File: config.mk
export PLATFORM = sky130hd
export DESIGN_NAME = demux1_2_sched
export DESIGN_NICKNAME = d
export VERILOG_FILES = /design/src/rtl/demux1_2_sched.sv
export SDC_FILE = /design/constraint.sdc
export NUM_CORES = 1
export LEC_CHECK = 0
export CORE_MARGIN = 2
export CORE_UTILIZATION = 48
export CTS_CLUSTER_SIZE = 24
export DETAILED_ROUTE_END_ITERATION = 12
export HOLD_SLACK_MARGIN = 0.05
export PLACE_DENSITY = 0.8
export SYNTH_ARGS = -nofsm -noshare
export SYNTH_HDL_FRONTEND = slang
export SYNTH_SLANG_ARGS = --single-unit
File: constraint.sdc
create_clock -name CLK -period 2 [get_ports CLK]
set_input_delay 0.4 -clock CLK [delete_from_list [all_inputs] [get_ports CLK]]
set_output_delay 0.4 -clock CLK [all_outputs]
set_load 0.05 [all_outputs]
File: src/rtl/demux1_2_sched.sv
// demux1_2_sched: sequencing controller for the 1:2 demux path.
// Round-robin distribution of a valid/ready stream into two registered
// output slots in bursts of BURST words. An output that is blocked is skipped,
// and a software force can override the target. Per-output delivery counters
// are kept for the status bus.
module demux1_2_sched #(
  parameter int W     = 8,
  parameter int BURST = 2
) (
  input  logic         CLK,
  input  logic         RST_N,
  input  logic         IN_VALID,
  output logic         IN_READY,
  input  logic [W-1:0] IN_DATA,
  output logic         Y1_VALID,
  input  logic         Y1_READY,
  output logic [W-1:0] Y1_DATA,
  output logic         Y2_VALID,
  input  logic         Y2_READY,
  output logic [W-1:0] Y2_DATA,
  input  logic         FORCE_EN,
  input  logic         FORCE_SEL,
  output logic         S,
  output logic [15:0]  CNT1,
  output logic [15:0]  CNT2
);

  typedef enum logic {
    SEL1 = 1'b0,
    SEL2 = 1'b1
  } sel_state_t;

  localparam logic [3:0] BURST_LAST = 4'(BURST - 1);

  sel_state_t state;
  sel_state_t state_nxt;
  logic [3:0] burst_cnt;
  logic [3:0] burst_nxt;

  logic slot1_can;
  logic slot2_can;
  logic other_valid;
  logic accept;
  logic load1;
  logic load2;
  logic drain1;
  logic drain2;
  logic skip;

  // Handshake terms: the input is ready exactly when the targeted slot can
  // take a word. This never looks at IN_VALID, so there is no valid->ready path.
  always_comb begin
    slot1_can   = !Y1_VALID || Y1_READY;
    slot2_can   = !Y2_VALID || Y2_READY;
    IN_READY    = (state == SEL2) ? slot2_can : slot1_can;
    other_valid = (state == SEL2) ? Y1_VALID : Y2_VALID;
    accept      = IN_VALID && IN_READY;
    load1       = accept && (state == SEL1);
    load2       = accept && (state == SEL2);
    drain1      = Y1_VALID && Y1_READY;
    drain2      = Y2_VALID && Y2_READY;
    skip        = !IN_READY && !other_valid;
  end

  // Target selection: the force wins. Otherwise a full burst toggles the
  // target, and a blocked target is abandoned when the other slot is empty.
  always_comb begin
    state_nxt = state;
    burst_nxt = burst_cnt;
    if (FORCE_EN) begin
      state_nxt = FORCE_SEL ? SEL2 : SEL1;
      burst_nxt = '0;
    end else if (accept) begin
      if (burst_cnt == BURST_LAST) begin
        state_nxt = (state == SEL1) ? SEL2 : SEL1;
        burst_nxt = '0;
      end else begin
        burst_nxt = burst_cnt + 4'd1;
      end
    end else if (skip) begin
      state_nxt = (state == SEL1) ? SEL2 : SEL1;
      burst_nxt = '0;
    end
  end

  // State register for the target select and the burst position.
  always_ff @(posedge CLK) begin
    if (!RST_N) begin
      state     <= SEL1;
      burst_cnt <= '0;
    end else begin
      state     <= state_nxt;
      burst_cnt <= burst_nxt;
    end
  end

  assign S = (state == SEL2);

  // Output slot 1. A load takes priority over a drain, so a slot that is
  // drained and loaded in the same cycle stays full with the new word.
  always_ff @(posedge CLK) begin
    if (!RST_N) begin
      Y1_VALID <= 1'b0;
      Y1_DATA  <= '0;
    end else if (load1) begin
      Y1_VALID <= 1'b1;
      Y1_DATA  <= IN_DATA;
    end else if (drain1) begin
      Y1_VALID <= 1'b0;
    end
  end

  // Output slot 2, with the same load-over-drain priority as slot 1.
  always_ff @(posedge CLK) begin
    if (!RST_N) begin
      Y2_VALID <= 1'b0;
      Y2_DATA  <= '0;
    end else if (load2) begin
      Y2_VALID <= 1'b1;
      Y2_DATA  <= IN_DATA;
    end else if (drain2) begin
      Y2_VALID <= 1'b0;
    end
  end

  // Delivery counters advance once per drain and wrap naturally at 16 bits.
  always_ff @(posedge CLK) begin
    if (!RST_N) begin
      CNT1 <= '0;
      CNT2 <= '0;
    end else begin
      if (drain1) CNT1 <= CNT1 + 16'd1;
      if (drain2) CNT2 <= CNT2 + 16'd1;
    end
  end

endmodule

# ---- Word level (Yosys, flattened, before mapping)
# Cells that the tools add are included.
dict set report word_totals {
  regBits 55
  latch_bits 0
  ram_bits 0
  mem_bits_ro 0
  inputBits 15
  out_inout_bits 52
  word_cells 48
  memories 0
}
dict set report op_classes {
  addsub 3
  multipliers 0
  div_mod_pow 0
  order_cmp 0
  n_eq_ne 2
  shifts 0
  muxes 15
  bitwise_logic 2
  n_reduce_logical 18
}
# cell n
set ops {}
lappend ops {{$add A16 B1 Y16 const B} 2}
lappend ops {{$mux W1} 12}
lappend ops {{$mux W4} 3}
lappend ops {{$logic_and A1 B1 Y1} 6}
lappend ops {{$reduce_bool A2 Y1} 3}
lappend ops {{$add A4 B1 Y4 const B} 1}
lappend ops {{$eq A4 B1 Y1 const B} 1}
lappend ops {{$logic_not A1 Y1} 4}
lappend ops {{$ne A3 B2 Y1 const B} 1}
lappend ops {{$reduce_bool A3 Y1} 1}
lappend ops {{$logic_or A1 B1 Y1} 2}
lappend ops {{$not A1 Y1} 2}
lappend ops {{$reduce_and A2 Y1} 1}
lappend ops {{$reduce_or A2 Y1} 1}

# ---- Longest topological paths before layout
dict set report logic_depth {
  depth_word 8
  ltp_mapped 6
  ltp_nobuf 5
}

# ---- Worst setup path before layout
# Ideal clock, no wire load.
dict set report synth_timing {
  path_type {register -> output}
  start {reg state, in the netlist S}
  end {out IN_READY}
  arrival_ns 1.560
  required_time_ns 1.600
  path_slack_ns 0.040
  stages_incl_launch_ff 3
  path_buffers 0
  cell_sequence {dfxtp_1 nor3b_2 nor2_1}
}
dict set report synth_between {
  elab_chain_len 1
}
# element line_no
set synth_rtl {}
lappend synth_rtl {{start, declared} 35} ;# sel_state_t state;
lappend synth_rtl {{start signal, assigned} 92} ;# state <= state_nxt;
lappend synth_rtl {{$mux W1} 55} ;# IN_READY = (state == SEL2) ? slot2_can : slot1_can;
lappend synth_rtl {{end, declared} 13} ;# output logic IN_READY,
# No other way between the ends.

# ---- Worst setup path after layout
dict set report layout_timing {
  start {in Y2_READY}
  end {out IN_READY}
}
dict set report layout_between {
  elab_chain_len 2
}
# element line_no
set layout_rtl {}
lappend layout_rtl {{start, declared} 19} ;# input logic Y2_READY,
lappend layout_rtl {{$logic_or A1 B1 Y1} 54} ;# slot2_can = !Y2_VALID || Y2_READY;
lappend layout_rtl {{$mux W1} 55}
# No other way between the ends.

==> reports/qor.txt <==
HP Class = flop to flop
HPWL after DPL = 4110 microns
ys flop type = dfxtp_1
initial drt markers = 105
# Max-Cap Violations = 0
largest net degree at the start of global routing = 48
DRC viols = 0
met1 Use GR = 0.241
Routed wire per std cell = 12.8 microns
clock tree sinks = 55
Yosys top cell area share = 0.447
fin util = 0.687
worst r2r src = burst_cnt[1]$_SDFFE_PP0P_
Final Hold Viols = 0
sequential area share after synthesis = 0.447
Yosys cell types = 42
total power = 0.00216 W
Final nets = 373
Yosys top cell by area = dfxtp_1
worst setup margin = 0.0507 ns
syn_nets = 289
Most Used Layer, Global Route = met2
vias in the first global route = 2059
r2r setup slk = 0.40 ns
# setup viols final = 0
synthesized cell area = 0.00246 sq mm
DIE HEIGHT = 75.6 microns
vias per cell = 5.22
first-pass GRT wire length = 8990 microns
Die Wd = 75.6 microns
WHS Path Cells = 2
M2 GR Usage = 0.348
Fmax = 513 MHz
crit-path cells = clkdlybuf4s50_1 -> and3b_4 -> buf_4 -> nor2_1 -> buf_12
number of synthesized flops with an enable pin = 0
Min Hold Slack = 0.474 ns
Yosys reg bits = 55
Data arrival, critical path = 1.55 ns
Worst R2R Path Depth = 6
Worst Path Required = 1.60 ns
RR Endpoint = burst_cnt[3]$_SDFFE_PP0P_
RSZ-0062 raised after global routing = false
worst setup path startpoint = Y2_READY
gp weighted congestion = 0.870
status = finished, final reports clean
Max clock buf depth = 2
die area = 0.00572 sq mm
DR vias = 2219
Relative slew margins = 0.648
synthesized area per cell = 9.12 sq um
Gate Count Post-Synth = 270
Post-Route WL = 5460 microns
asr flop ratio synth = 0
Worst-Skew Late Latency = 0.30 ns
CTS clk-pin slew, worst paths = 0.10 ns
Slowest-stage cell, CP = clkdlybuf4s50_1
Cell Area, Placed = 0.00333 sq mm
port buffer count = 66
Clock Skew = 0.00568 ns
post-route ant nets = 0
post-route cell area = 0.00346 sq mm
Row Count = 26
diodes inserted = 0
fin crit share = 0.975
cell family with most CP delay = buffers and inverters
Largest stage delay, worst path = 0.47 ns
share of cells above drive strength 1 = 0.115
CTS Buf Count = 5
startpoint of the worst hold path = CNT1[15]$_SDFFE_PN0P_
DR pass1 iterations = 4
leakage power = 1.51 nW
crit start category = input pin
max-slew violation count = 0
Least-Margin Pin Slew = 0.527 ns
Max IR drop VDD = 0.000472 V
CTS Hold Bufs = 0
clock root buffer = clkbuf_8
Area contributors post-synth = dfxtp_1, mux2i_1, nor2_1
initial antenna violation count = 0
Starting Density = 0.489
GRT overflow = 0
top-count cell post-synth = dfxtp_1
CP endpoint kind = output port
worst slack, placed = -0.0261 ns
CP bufs+invs = 3
Ports = 67
fin crit period = 1.95 ns
CTS tree = done
Total GRT Usage = 0.202
Cell Pwr Density = 623 mW/mm^2
H-tree depth = 2
YS warnings = 0
core footprint = 0.00504 sq mm
Worst Path Max Fanout = 2
synth-to-layout area growth = 40.5%
met3 Track Usage GR = 0.0675
synth cell count leaders = dfxtp_1, nor2_1, mux2i_1, nand2_1, nand3_1
kind of critical path = input pin to output port
Post-CTS Setup Bufs = 0
hold endpoint = CNT1[15]$_SDFFE_PN0P_
-- cells in the final DEF (no fill, tap or decap), types with 8 or more instances in the layout --
cell              n
xor2_1           12
dfxtp_1          55
nand4_1          13
dlymetal6s2s_1   12
nand2_1          19
nor2_1           42
nand3_1          17
mux2i_1          19
xnor2_1           8
a21oi_1          13
buf_4            22
clkdlybuf4s50_1  48
-- cells by family (layout without fill, tap and decap cells) --
kind of cell / after synthesis / count (layout) / share of synthesized area
AO/OA/AOI/OAI: 28 / 28 / 0.0787
XOR/XNOR: 20 / 20 / 0.0711
adder cells (fa/ha/maj): 4 / 4 / 0.0203
buffers and inverters: 14 / 99 / 0.0229
flip-flops: 55 / 55 / 0.447
multiplexers: 20 / 20 / 0.0818
AND/OR/NAND/NOR: 129 / 129 / 0.278
-- flip-flops by register name, summed over array words and instances, names as in the netlist --
name and flops:
CNT1 16, CNT2 16, Y1_DATA 8, Y2_DATA 8
burst_cnt 4, S 1, Y1_VALID 1, Y2_VALID 1
-- how the worst max path moves through the flow --
stage | slack (ns) | to | depth (start not counted)
global route | 0.008 | CNT1[1] | 1
floorplan | 0.04 | IN_READY | 2
finish | 0.05 | IN_READY | 5
detailed placement | -0.03 | burst_cnt[1]$_SDFFE_PP0P_ | 6
CTS | 0.008 | CNT2[0] | 1
global placement | -0.02 | burst_cnt[3]$_SDFFE_PP0P_ | 6
-- stage by stage --
stage	TNS, ns	instances
global route	0	425
detailed placement	-0.0520	417
finish	0	425
CTS	0	425
floorplan	0	270
global placement	-0.0163	417
-- routing by layer --
layer	wire, microns	vias to the layer above
met5	0	-
li1	-	1121
met4	42	0
met1	2380	1035
met2	2640	59
met3	398	4
-- layout make-up --
cell class              instances  area, sq um
fillers                       396         1580
inverters                       6         22.5
clock buffers                   8          100
flip-flops and latches         55         1100
well taps                      70         87.6
multi-input cells             201         1310
repair buffers                 85          845
-- report_power, final --
| group | leakage [nW] | total (W) | internal (W) | switching [W] |
|---|---|---|---|---|
| registers | 0.446 | 0.00115 | 0.00112 | 0.0000255 |
| logic | 1.01 | 0.000344 | 0.000144 | 0.000200 |
| clock network | 0.0515 | 0.000663 | 0.000317 | 0.000346 |
| total | 1.51 | 0.00216 | 0.00158 | 0.000572 |
-- worst min-delay path, delay by kind of cell (launching register included) --
family,cells,cell delay [ns]
DFF,1,0.33
muxes,1,0.05
and+or+nand+nor,1,0.05
-- what timing repair did --
action,in CTS,in global routing
cloned,0,0
endpoints found under the setup margin,1,12
hold endpoints to repair,0,0
gates resized for setup,1,12
No activity file was read; power rests on OpenSTA's default activity.
